## config.mk

```make
export PLATFORM = sky130hd
export DESIGN_NAME = tick_scheduler
export DESIGN_NICKNAME = d
export VERILOG_FILES = /design/src/rtl/tick_scheduler_pkg.sv /design/src/rtl/tick_scheduler_channel.sv /design/src/rtl/tick_scheduler.sv
export SDC_FILE = /design/constraint.sdc
export NUM_CORES = 1
export LEC_CHECK = 0
export ABC_AREA = 1
export CORE_MARGIN = 2
export CORE_UTILIZATION = 35
export DETAILED_ROUTE_END_ITERATION = 8
export GPL_TIMING_DRIVEN = 0
export PLACE_DENSITY_LB_ADDON = 0.15
export REMOVE_ABC_BUFFERS = 1
export SYNTH_ARGS = -nofsm -noshare
export SYNTH_HDL_FRONTEND = slang
export SYNTH_HIERARCHICAL = 1
export SYNTH_SLANG_ARGS = --single-unit
```

## constraint.sdc

```tcl
create_clock -name clk -period 5.4 [get_ports clk]
set_input_delay 0.54 -clock clk [delete_from_list [all_inputs] [get_ports clk]]
set_output_delay 0.54 -clock clk [all_outputs]
set_load 0.005 [all_outputs]
```

## src/rtl/tick_scheduler_pkg.sv

```systemverilog
// yabot_tick_pkg: shared constants and the channel-config record for tick_scheduler
package yabot_tick_pkg;
  localparam int PW_DEFAULT = 16;
  localparam int NCH_MAX = 16;
  localparam int PW_MAX = 32;
  typedef struct packed {
    logic [PW_MAX-1:0] period;
    logic en;
    logic oneshot;
  } ch_cfg_t;
endpackage

```

## src/rtl/tick_scheduler_channel.sv

```systemverilog
// tick_channel: one tick channel (count, period, enable, tick register); one-shot mode under TICK_SCHEDULER_ONESHOT_EN
module tick_channel
  import yabot_tick_pkg::*;
#(
  parameter int PW = PW_DEFAULT
) (
  input  logic    clk,
  input  logic    reset,
  input  logic    pre_tick,
  input  logic    apply,
  input  ch_cfg_t cfg,
  output logic    tick,
  output logic    active
);
  logic [PW-1:0] cnt, per;
  logic os, expire, unused_cfg;
  assign unused_cfg = ^cfg;
  assign expire = pre_tick && active && cnt == per - PW'(1);
`ifdef TICK_SCHEDULER_ONESHOT_EN
  // one-shot flag captured from the applied config
  always_ff @(posedge clk) os <= reset ? 1'b0 : apply ? cfg.oneshot : os;
`else
  assign os = 1'b0;
`endif
  // apply reloads and suppresses a coinciding tick; otherwise count strobes and tick on expiry
  always_ff @(posedge clk)
    if (reset) begin
      cnt <= '0;
      per <= '0;
      active <= 1'b0;
      tick <= 1'b0;
    end else if (apply) begin
      per <= cfg.period[PW-1:0];
      active <= cfg.en && cfg.period[PW-1:0] != '0;
      cnt <= '0;
      tick <= 1'b0;
    end else begin
      tick <= expire;
      if (pre_tick && active) cnt <= expire ? '0 : cnt + 1'b1;
      if (expire && os) active <= 1'b0;
    end
endmodule

```

## src/rtl/tick_scheduler.sv

```systemverilog
// tick_scheduler: shared prescaler, single-slot config write, NCH tick channels; TICK_SCHEDULER_ONESHOT_EN enables one-shot channels
module tick_scheduler
  import yabot_tick_pkg::*;
#(
  parameter int NCH = 4,
  parameter int PRE = 8,
  parameter int PW = PW_DEFAULT,
  localparam int CHW = NCH > 1 ? $clog2(NCH) : 1,
  localparam int CW = PRE > 1 ? $clog2(PRE) : 1
) (
  input  logic           clk,
  input  logic           reset,
  input  logic           cfg_valid,
  output logic           cfg_ready,
  input  logic [CHW-1:0] cfg_ch,
  input  logic [PW-1:0]  cfg_period,
  input  logic           cfg_en,
  input  logic           cfg_oneshot,
  output logic           pre_tick,
  output logic [NCH-1:0] tick,
  output logic [NCH-1:0] active
);
  logic [CW-1:0] pcnt;
  logic pend_v, os_in;
  logic [CHW-1:0] pend_ch;
  ch_cfg_t pend;
`ifdef TICK_SCHEDULER_ONESHOT_EN
  assign os_in = cfg_oneshot;
`else
  logic unused_oneshot;
  assign unused_oneshot = cfg_oneshot;
  assign os_in = 1'b0;
`endif
  assign pre_tick = PRE <= 1 ? 1'b1 : pcnt == CW'(PRE - 1);
  assign cfg_ready = !reset && !pend_v;
  // prescaler wraps after the strobe cycle
  always_ff @(posedge clk) pcnt <= reset || pre_tick ? '0 : pcnt + 1'b1;
  // pending slot: filled on handshake, freed on the strobe that applies it
  always_ff @(posedge clk)
    if (reset) begin
      pend_v <= 1'b0;
      pend_ch <= '0;
      pend <= '0;
    end else if (pend_v && pre_tick) begin
      pend_v <= 1'b0;
    end else if (cfg_valid && cfg_ready) begin
      pend_v <= 1'b1;
      pend_ch <= cfg_ch;
      pend <= '{period: PW_MAX'(cfg_period), en: cfg_en, oneshot: os_in};
    end
  for (genvar g = 0; g < NCH; g++) begin : g_ch
    tick_channel #(.PW(PW)) u_ch (
      .clk(clk),
      .reset(reset),
      .pre_tick(pre_tick),
      .apply(pend_v && pre_tick && pend_ch == CHW'(g)),
      .cfg(pend),
      .tick(tick[g]),
      .active(active[g])
    );
  end
endmodule

```

==> results.md <==
- The run finished with clean final reports.
- The worst path setup slack after routing is between 1 and 1.5 ns.
- The layout has ~2900 filler cells.
- The first-pass GRT wire length is 40500 µm.
- Clock latency on the worst-skew pair, taken at its later pin, is roughly 0.43 ns.
- The worst-case IR drop observed on VDD is between 0.15 and 0.2 mV.
- The final hold violation count was 0.
- The start-to-end type of the worst setup path is input pin to output pin.
- The number of global-route vias before repair is ~8000.
- For this design, the sink count on the clock tree is ~160.
- The element type at the critical path start is an input pin.
- The final non-filler cell total is 1837.
- After detailed routing, the number of remaining DRC violations is 0.
- The clock passes through at most 2 buffers.
- The worst path required time is ~4.9 ns.
- Dividing total power by cell area gives a power density of 237 nW/µm².
- The detailed-route vias per instance is about 4.8.
- The cell area after synthesis is 9550 µm².
- In the final routed layout, each cell accounts on average for about 13 µm.
- The clock transition at the registers of the reported paths is 0.06 ns.
- Relative to the synthesized area, the layout overhead comes to 11.0%.
- In this run the tightest slew margin relative to its limit is 0.115.
- The total leakage power is 4.92 nW.
- 33 I/O pins were placed.
- The die covers 28600 µm².
- Entering global routing, the biggest net connects 34 pins.
- In the global route stage, overall resource usage came out at 0.174.
- The H-tree depth reported by CTS is 4.
- In this run the vertical extent of the chip is 169 µm.
- The number of cells produced by synthesis is approximately 1500.
- The number of pins exceeding their max-slew limit in the final report is 0.
- The count of nets left with antenna violations once routing finished came out at 0.
- Summing all placed instances gives a cell area of between 10000 and 15000 µm².
- After legalization and detailed placement, the total HPWL measured approximately 18000 µm.
- In this run, the number of DRC markers left after iteration 0 of detailed routing was 583.
- The count of instances resized after the clock tree is built is 0.
- Yosys printed 6 warnings.
- The design draws 2.52 mW.
- The arrival time of the worst setup path is 3.36 ns.
- The total clock buffers created by CTS is 17.
- The setup-violating endpoint count in the final report is 0.
- The path type of the worst min-delay path is flip-flop to flip-flop.
- Once placement completed, the tool counted placed cells totaling ~1800.
- The overall die width is ~170 µm.
- The aggregate global routing overflow is 0.
- The placeable core region is ~27000 µm².
- The max capacitance violation total is 0.
- The finished cells cover around 11000 µm².
- Along the worst path, the maximum fanout reaches 33.
- The first-pass iteration count of the detailed router is 7.
- For the final database, setup skew stands at ~0.015 ns.
- The effective utilization at floorplan is 0.355.
- The buffers inserted during post-CTS setup optimization is 0.
- The total inserted antenna cells is 0.
- In this run the core area contains 60 standard-cell rows.
- The root cell of the clock tree is sky130_fd_sc_hd__clkbuf_16.
- Of the cells placed in the final design, the portion with a size suffix greater than 1 is 0.0983.
- TritonCTS built the clock tree.
- After routing, the total negative slack on setup checks comes to 0 ns.
- The slew of the pin with the lowest slew margin is about 1.3 ns.
- Setup repair after global routing left no endpoint under its margin.
- The number of nets at the end of the flow is around 1500.
- Timing would allow up to about 260 MHz.
- The final clock period utilization by the worst path is 0.723.
- The count of vias placed by the detailed router is around 9000.
- The total wire length is around 24000 µm.
- The worst setup path is captured at an output pin.
- The count of input and output buffers is 31.
- The initial antenna violation count is 0.
- Averaged over all synthesized cells, the footprint is 6.47 µm².
- The worst setup slack before clock tree synthesis is ~1.2 ns.
- At the end of routability-driven placement, the weighted congestion stood at between 0.8 and 0.9.
- The post-layout minimum cycle time is between 3 and 4 ns.
- The total of hold buffers inserted after clock tree synthesis is 0.
## metrics by stage
step,hold WS (ns),utilization
2_1_floorplan,0.399,-
3_3_place_gp,0.417,0.372
3_5_place_dp,0.416,0.373
4_1_cts,0.425,0.395
5_1_grt,0.444,0.395
6_report,0.423,0.395
## per-layer routing
| layer | up-vias | part of all wire | GRT usage |
|---|---|---|---|
| li1 | 4693 | - | - |
| met1 | 3914 | 0.50 | 0.236 |
| met2 | 148 | 0.46 | 0.289 |
| met3 | 10 | 0.037 | 0.0331 |
| met4 | 0 | 0.0073 | 0.0379 |
| met5 | - | 0 | 0 |
## critical path: stages
cell                              delay [ns]
sky130_fd_sc_hd__clkdlybuf4s50_1        1.09
sky130_fd_sc_hd__nor2_2                 1.04
sky130_fd_sc_hd__clkdlybuf4s50_1        0.65
## flip-flops by register name, summed over array words and instances (netlist names)
signal            cells
g_ch.u_ch/active      4
pcnt                  3
g_ch.u_ch/per        64
pend                 17
g_ch.u_ch/tick        4
g_ch.u_ch/cnt        64
pend_v                1
pend_ch               2
## layout by cell type, fill, tap and decap left out, drive strengths merged
cell type / count
xor2: 52
clkinv: 3
o21ai: 76
nand2: 418
o21a: 4
nand4: 20
a31o: 4
bufinv: 1
nand3b: 12
nor4: 16
nor3: 40
clkdlybuf4s50: 31
clkinvlp: 6
clkbuf: 18
nand3: 164
o22ai: 12
xnor2: 8
a21oi: 20
inv: 191
ha: 10
dfxtp: 159
nor2: 227
or2: 4
## path summary, 6_finish.rpt
check	startpoint	end	slack, ns	cells after the start
min reg2reg	pcnt[0]$_SDFF_PP0_	pcnt[0]$_SDFF_PP0_	0.42	1
min	pcnt[0]$_SDFF_PP0_	pcnt[0]$_SDFF_PP0_	0.42	1
max reg2reg	pcnt[0]$_SDFF_PP0_	g_ch[2].u_ch/per[4]$_SDFFE_PP0P_	1.68	7
max	reset	cfg_ready	1.50	3
## final cells by class
type / instances / area [µm²] / area share
clock inverters: 14 / 133 / 0.0125
inverters: 187 / 702 / 0.0662
well taps: 341 / 427 / 0.0402
flip-flops and latches: 159 / 3180 / 0.300
clock buffers: 18 / 439 / 0.0414
repair buffers: 31 / 310 / 0.0293
multi-input cells: 1087 / 5410 / 0.510
## report_power, final
group / switching, mW / total [mW] / internal [mW] / leakage, nW
registers: 0.0409 / 1.23 / 1.19 / 1.28
logic: 0.0652 / 0.105 / 0.0395 / 3.37
clock network: 0.531 / 1.18 / 0.653 / 0.262
total: 0.637 / 2.52 / 1.88 / 4.92
Power figures use the tool's default switching activity.
